File: config.mk
export PLATFORM = sky130hd
export DESIGN_NAME = fetch_unit
export DESIGN_NICKNAME = d
export VERILOG_FILES = /design/src/rtl/cpu_pkg.sv /design/src/rtl/fetch_unit_pc_reg.sv /design/src/rtl/fetch_unit.sv
export SDC_FILE = /design/constraint.sdc
export NUM_CORES = 1
export LEC_CHECK = 0
export ABC_CLOCK_PERIOD_IN_PS = 2000
export CORE_MARGIN = 2
export CORE_UTILIZATION = 42
export CTS_CLUSTER_DIAMETER = 30
export DETAILED_ROUTE_END_ITERATION = 7
export PLACE_DENSITY_LB_ADDON = 0.25
export REMOVE_ABC_BUFFERS = 1
export SLEW_MARGIN = 15
export SYNTH_ARGS = -nofsm -noshare
export SYNTH_HDL_FRONTEND = slang
export SYNTH_SLANG_ARGS = --single-unit
File: constraint.sdc
create_clock -name clock -period 2 [get_ports clock]
set_clock_uncertainty 0.1 [all_clocks]
set_input_delay 0.3 -clock clock [delete_from_list [all_inputs] [get_ports clock]]
set_output_delay 0.3 -clock clock [all_outputs]
set_load 0.05 [all_outputs]
File: src/rtl/cpu_pkg.sv
// rtl/cpu_pkg.sv - shared types and constants for the fetch stage
package cpu_pkg;
  typedef logic [31:0] word_t;

  typedef enum logic [1:0] {
    FETCH   = 2'd0,
    HOLD    = 2'd1,
    DISCARD = 2'd2
  } fetch_state_e;

  localparam word_t FETCH_PC_INC   = 32'd4;
  localparam word_t FETCH_RESET_PC = 32'h0000_0000;

  function automatic word_t align_pc(input word_t pc);
    return {pc[31:2], 2'b00};
  endfunction
endpackage

File: src/rtl/fetch_unit_pc_reg.sv
// rtl/fetch_unit_pc_reg.sv - 32-bit address register with reset value and load enable
module pc_reg
  import cpu_pkg::*;
#(
  parameter word_t RESET_VAL = FETCH_RESET_PC
) (
  input  logic  clock,
  input  logic  reset,
  input  logic  load,
  input  word_t d,
  output word_t q
);
  word_t pc_q, pc_d;

  always_comb begin
    pc_d = pc_q;
    if (load) pc_d = d;
  end

  always_ff @(posedge clock) begin
    if (reset) pc_q <= RESET_VAL;
    else        pc_q <= pc_d;
  end

  assign q = pc_q;
endmodule

File: src/rtl/fetch_unit.sv
// rtl/fetch_unit.sv - fetch PC, req/ack instruction-memory handshake and
// single-instruction presentation to the datapath with stall and redirect
module fetch_unit
  import cpu_pkg::*;
#(
  parameter word_t RESET_PC = FETCH_RESET_PC,
  parameter word_t PC_INC   = FETCH_PC_INC
) (
  input  logic        clock,
  input  logic        reset,
  output logic        imem_req,
  output logic [31:0] imem_addr,
  input  logic        imem_ack,
  input  logic [31:0] imem_rdata,
  input  logic        stall,
  input  logic        redirect,
  input  logic [31:0] redirect_pc,
  output logic        instr_valid,
  output logic [31:0] instruction,
  output logic [31:0] pcQ,
  output logic [31:0] pcD
);
  fetch_state_e state_q, state_d;
  logic  req_q, req_d, valid_q, valid_d;
  word_t instr_q, instr_d, pcq_q, pcq_d, pcd_q, pcd_d;
  word_t fetch_pc, target_pc, redir_tgt, fetch_nxt;
  logic  fetch_load, target_load;

  assign redir_tgt = align_pc(redirect_pc);

  pc_reg #(.RESET_VAL(RESET_PC)) u_fetch_pc (
    .clock(clock), .reset(reset), .load(fetch_load), .d(fetch_nxt), .q(fetch_pc)
  );

  pc_reg #(.RESET_VAL(RESET_PC)) u_target_pc (
    .clock(clock), .reset(reset), .load(target_load), .d(redir_tgt), .q(target_pc)
  );

  always_comb begin
    state_d     = state_q;
    req_d       = req_q;
    valid_d     = valid_q;
    instr_d     = instr_q;
    pcq_d       = pcq_q;
    pcd_d       = pcd_q;
    fetch_load  = 1'b0;
    target_load = 1'b0;
    fetch_nxt   = redir_tgt;
    case (state_q)
      FETCH: begin
        req_d = 1'b1;
        if (redirect) begin
          // Only an unanswered outstanding request needs draining; otherwise retarget now.
          if (req_q && !imem_ack) begin
            state_d     = DISCARD;
            req_d       = 1'b0;
            target_load = 1'b1;
          end else begin
            fetch_load = 1'b1;
          end
        end else if (req_q && imem_ack) begin
          state_d = HOLD;
          req_d   = 1'b0;
          valid_d = 1'b1;
          instr_d = imem_rdata;
          pcq_d   = fetch_pc;
          pcd_d   = fetch_pc + PC_INC;
        end
      end
      HOLD: begin
        if (redirect || !stall) begin
          state_d    = FETCH;
          req_d      = 1'b1;
          valid_d    = 1'b0;
          fetch_load = 1'b1;
          if (!redirect) fetch_nxt = pcd_q;
        end
      end
      DISCARD: begin
        if (redirect) target_load = 1'b1;
        if (imem_ack) begin
          state_d    = FETCH;
          req_d      = 1'b1;
          fetch_load = 1'b1;
          fetch_nxt  = redirect ? redir_tgt : target_pc;
        end
      end
      default: begin
        state_d = FETCH;
        req_d   = 1'b0;
        valid_d = 1'b0;
      end
    endcase
  end

  always_ff @(posedge clock) begin
    if (reset) begin
      state_q <= FETCH;
      req_q   <= 1'b0;
      valid_q <= 1'b0;
      instr_q <= '0;
      pcq_q   <= '0;
      pcd_q   <= '0;
    end else begin
      state_q <= state_d;
      req_q   <= req_d;
      valid_q <= valid_d;
      instr_q <= instr_d;
      pcq_q   <= pcq_d;
      pcd_q   <= pcd_d;
    end
  end

  assign imem_req    = req_q;
  assign imem_addr   = fetch_pc;
  assign instr_valid = valid_q;
  assign instruction = instr_q;
  assign pcQ         = pcq_q;
  assign pcD         = pcd_q;
endmodule

==> results of run 1 <==
[stage by stage]
stage,setup TNS [ns],utilization,hold slack (ns)
after floorplan,-173.68,-,0.2691
after global placement,-2.232,0.6033,0.3403
after global routing,-1.011,0.6618,0.08174
final,0,0.6618,0.08869
after detailed placement,-3.869,0.6033,0.3453
after CTS,0,0.6517,0.07563
[timing repair]
item                                    4_1_cts  5_1_grt
setup buffers                                 2        1
gates resized for setup                      38       47
pin swaps                                     4        8
endpoints found under the setup margin       57       64
cloned                                        0        2
[layout make-up]
cell class / instances / area share
clock buffers: 19 / 0.04386
clock inverters: 13 / 0.02788
inverters: 5 / 0.001859
multi-input cells: 511 / 0.3153
flip-flops and latches: 160 / 0.3179
well taps: 211 / 0.02614
repair buffers: 279 / 0.2670
[power by group through the flow]
stage	Combinational [W]	Sequential [W]	Clock [W]
5_1_grt	0.00561	0.00418	0.00415
3_3_place_gp	0.00509	0.00415	0
4_1_cts	0.00513	0.00410	0.00401
2_1_floorplan	0.00149	0.00566	0
3_5_place_dp	0.00513	0.00416	0
6_report	0.00531	0.00412	0.00395
[synth_stat cells (2+ instances only)]
| master | count | area (um2) |
|---|---|---|
| nor4_1 | 19 | 118.9 |
| nand2_1 | 140 | 525.5 |
| nand4_1 | 12 | 75.07 |
| buf_2 | 8 | 40.04 |
| o21bai_1 | 2 | 15.01 |
| nand2b_1 | 2 | 12.51 |
| nand3b_1 | 2 | 15.01 |
| a211oi_1 | 17 | 127.6 |
| a311oi_1 | 8 | 70.07 |
| mux2i_1 | 31 | 310.3 |
| ha_1 | 5 | 62.56 |
| o21ai_0 | 9 | 45.04 |
| a222oi_1 | 30 | 300.3 |
| nand4b_1 | 2 | 17.52 |
| buf_1 | 4 | 15.01 |
| a31oi_1 | 2 | 12.51 |
| a21oi_1 | 71 | 355.3 |
| nor3_1 | 11 | 55.05 |
| and4b_1 | 3 | 30.03 |
| or3_2 | 2 | 15.01 |
| xor2_1 | 8 | 70.07 |
| inv_1 | 5 | 18.77 |
| xnor2_1 | 4 | 35.03 |
| o2bb2ai_1 | 31 | 271.5 |
| and3b_1 | 2 | 17.52 |
| nor2_1 | 62 | 232.7 |
| and4_1 | 6 | 52.55 |
| and3_1 | 4 | 25.02 |
| or3_1 | 3 | 18.77 |
| nand3_1 | 6 | 30.03 |
| nor4b_1 | 2 | 17.52 |
| clkbuf_1 | 53 | 198.9 |
| dfxtp_1 | 160 | 3203 |
| buf_4 | 2 | 15.01 |
[state kept, by name (all words and copies together) (netlist names)]
name	cells
instruction	32
state_q	2
pcD	30
pcQ	32
imem_req	1
instr_valid	1
u_target_pc.q	30
u_fetch_pc.q	32
[worst min-delay path by stage]
stage / from / endpoint / slack (ns) / cells past startpoint
finish: reset / u_fetch_pc.q[0] / 0.09 / 2
global route: reset / pcQ[0] / 0.08 / 2
CTS: reset / pcQ[0] / 0.08 / 2
detailed placement: instruction[20] / instruction[20] / 0.35 / 2
global placement: pcQ[16] / pcQ[16] / 0.34 / 2
floorplan: reset / instruction[0] / 0.27 / 1
[cell usage in the layout, fill, tap and decap left out, drive strengths merged, types with 10 or more instances in the layout]
master | netlist | routed
o21ai | 10 | 10
nor4 | 20 | 20
dlygate4sd2 | 0 | 30
nor3 | 11 | 11
dlymetal6s2s | 0 | 28
o2bb2ai | 31 | 31
clkbuf | 54 | 19
a21oi | 71 | 71
nand4 | 13 | 13
buf | 15 | 120
clkdlybuf4s50 | 0 | 101
mux2i | 31 | 31
nor2 | 62 | 62
dfxtp | 160 | 160
a222oi | 30 | 30
nand2 | 140 | 140
a211oi | 17 | 17
[layer usage]
layer	wire [um]	up-vias	track usage
li1	-	3162	-
met2	10200	203	0.4059
met1	8757	3062	0.3092
met3	1050	33	0.03716
met4	414	0	0.08440
met5	0	-	0
[logic make-up after synthesis]
kind of cell / Yosys count / share of synthesized area
xor+xnor: 12 / 0.01597
mux: 31 / 0.04714
fa+ha+maj: 5 / 0.009504
buf+inv: 74 / 0.04619
compound gates: 175 / 0.1876
simple gates: 288 / 0.2070
flops: 160 / 0.4866
[worst register-to-register path: cells and delay by family (launching register included)]
kind	cells	cell delay [ns]
flops	1	0.38
buf+inv	3	0.43
simple gates	1	0.14
compound gates	3	0.65
fa+ha+maj	1	0.19
==> impl_metrics.csv, run 1 <==
group,metric,value,unit
setup_path,startpoint_type,"flip-flop",
die,core_area,15260,um2
setup_path,reg2regPathDepth,8,
setup_path,cp.depth,8,
sta,worst_slack,0.0005693,ns
sta,setup_violations,0,
die,row_count,45,
routing,routed_wl,20420,um
setup_path,cpMaxStageDelayCell,"dfxtp_4",
placed_design,dp_cells,1161,
cts,clkLatencyLatePin,0.42,ns
setup_path,cpLargestDelayFamily,"compound AO/OA/AOI/OAI gates",
setup_path,r2r-start,"state_q[0]",
power,leakage,4.434,nW
setup_path,path_max_fanout,7,
synth,syn_inst,745,
layout,nets,1048,
synth,synth_seq_cells,160,
power,seq_power_share,0.308,
setup_path,worst_ep_required_time,2.20,ns
routing,vias,6460,
power,clock_power_share,0.295,
layout,layout.area.seq,3211,um2
global_route,grt_max_degree,91,
die,io_pins,199,
setup_path,reg2reg_slack,0.0006,ns
routing,post_drt_wl_per_cell,17.04,um
global_route,overflow,0,
cts,clk_pin_slew,0.06,ns
die,die_w,129.2,um
power,finalPower,0.01338,W
setup_path,worstPathBufferInverterCount,3,
die,start_util,0.4314,
cts,cts_tree,"built",
layout,n_antenna_cell,0,
setup_path,critPathKind,"reg -> reg",
synth,synth-main-ff-cell,"dfxtp_1",
global_route,antenna_found_initial,0,
routing,firstDrtPassIters,5,
setup_path,cp_data_arrival_time,2.20,ns
global_route,grt_pass1_vias,6133,
layout,drive_gt1_frac,0.1803,
power,swShare,0.3736,
die,fp.dieH,129.2,um
synth,ys_seq_area_frac,0.4866,
cts,cts.path.max_buffers,2,
cts,ctsHoldBuffers,0,
placed_design,placed_area,9205,um2
global_route,grt_pass1_wl,31760,um
sta,fin_crit,1.999,ns
power,combinationalPowerShare,0.397,
setup_path,end_kind,"flip-flop",
global_route,grt_use_total,0.2389,
sta,finalHoldViolations,0,
layout,finalInstanceArea,10100,um2
routing,drc,0,
cts,h-tree-depth,4,
setup_path,max_stage_delay,0.38,ns
die,dieArea,16690,um2
cts,numCtsBuffers,17,
job,drv_cap,0,
layout,fill_cells,1275,
synth,synth_edf_count,0,
cts,clock_sinks,160,
power,vdd_drop_max,1.064,mV
sta,worst_slew_pin_slew,0.5417,ns
layout,synthToLayoutAreaGrowth,53.41,%
sta,clock.fmax,500.1,MHz
power,p_int,0.008382,W
synth,postSynthAreaPerCell,8.836,um2
placed_design,pre_cts_ws,-0.1197,ns
placed_design,dpl.hpwl,13370,um
synth,yosysUniqueCellTypes,51,
synth,synth_area,6583,um2
layout,final_cells,1198,
setup_path,path_cells,"inv_2, ha_4, o21ai_1, nand4_1, buf_6, buf_2, a222oi_1, o2bb2ai_1",
routing,postRouteAntennaNets,0,
placed_design,gp_congestion,0.8628,
routing,via_per_inst,5.392,
power,netSwitchingPower,0.004999,W
power,powerDensity,1325,nW/um2
synth,ys.warnings.count,0,
setup_path,crit_start,"state_q[0]",
setup_path,crit_path_end,"u_fetch_pc.q[30]",
layout,multi_input_area,3184,um2
sta,max-slew-margin-rel,0.6403,
hold_path,hp-class,"in -> reg",
outcome,status,"completed",
routing,drtIter0Drc,582,
sta,period_share,0.9997,
sta,maxSlewViolCount,0,
placed_design,numPortBuffers,196,
synth,synthArstFlopShare,0,
cts,cts_root_buf,"clkbuf_16",
setup_path,r2r-end,"u_fetch_pc.q[30]",
(Power assumes the default switching activity.)
==> run 2, diff against run 1 <==
--- a/config.mk
+++ b/config.mk
@@ -16,3 +16,4 @@
 export SYNTH_ARGS = -nofsm -noshare
 export SYNTH_HDL_FRONTEND = slang
 export SYNTH_SLANG_ARGS = --single-unit
+export TNS_END_PERCENT = 100
==> results of run 2 <==
Same layout as run 1: the final DEF is identical, and so are final timing and power.
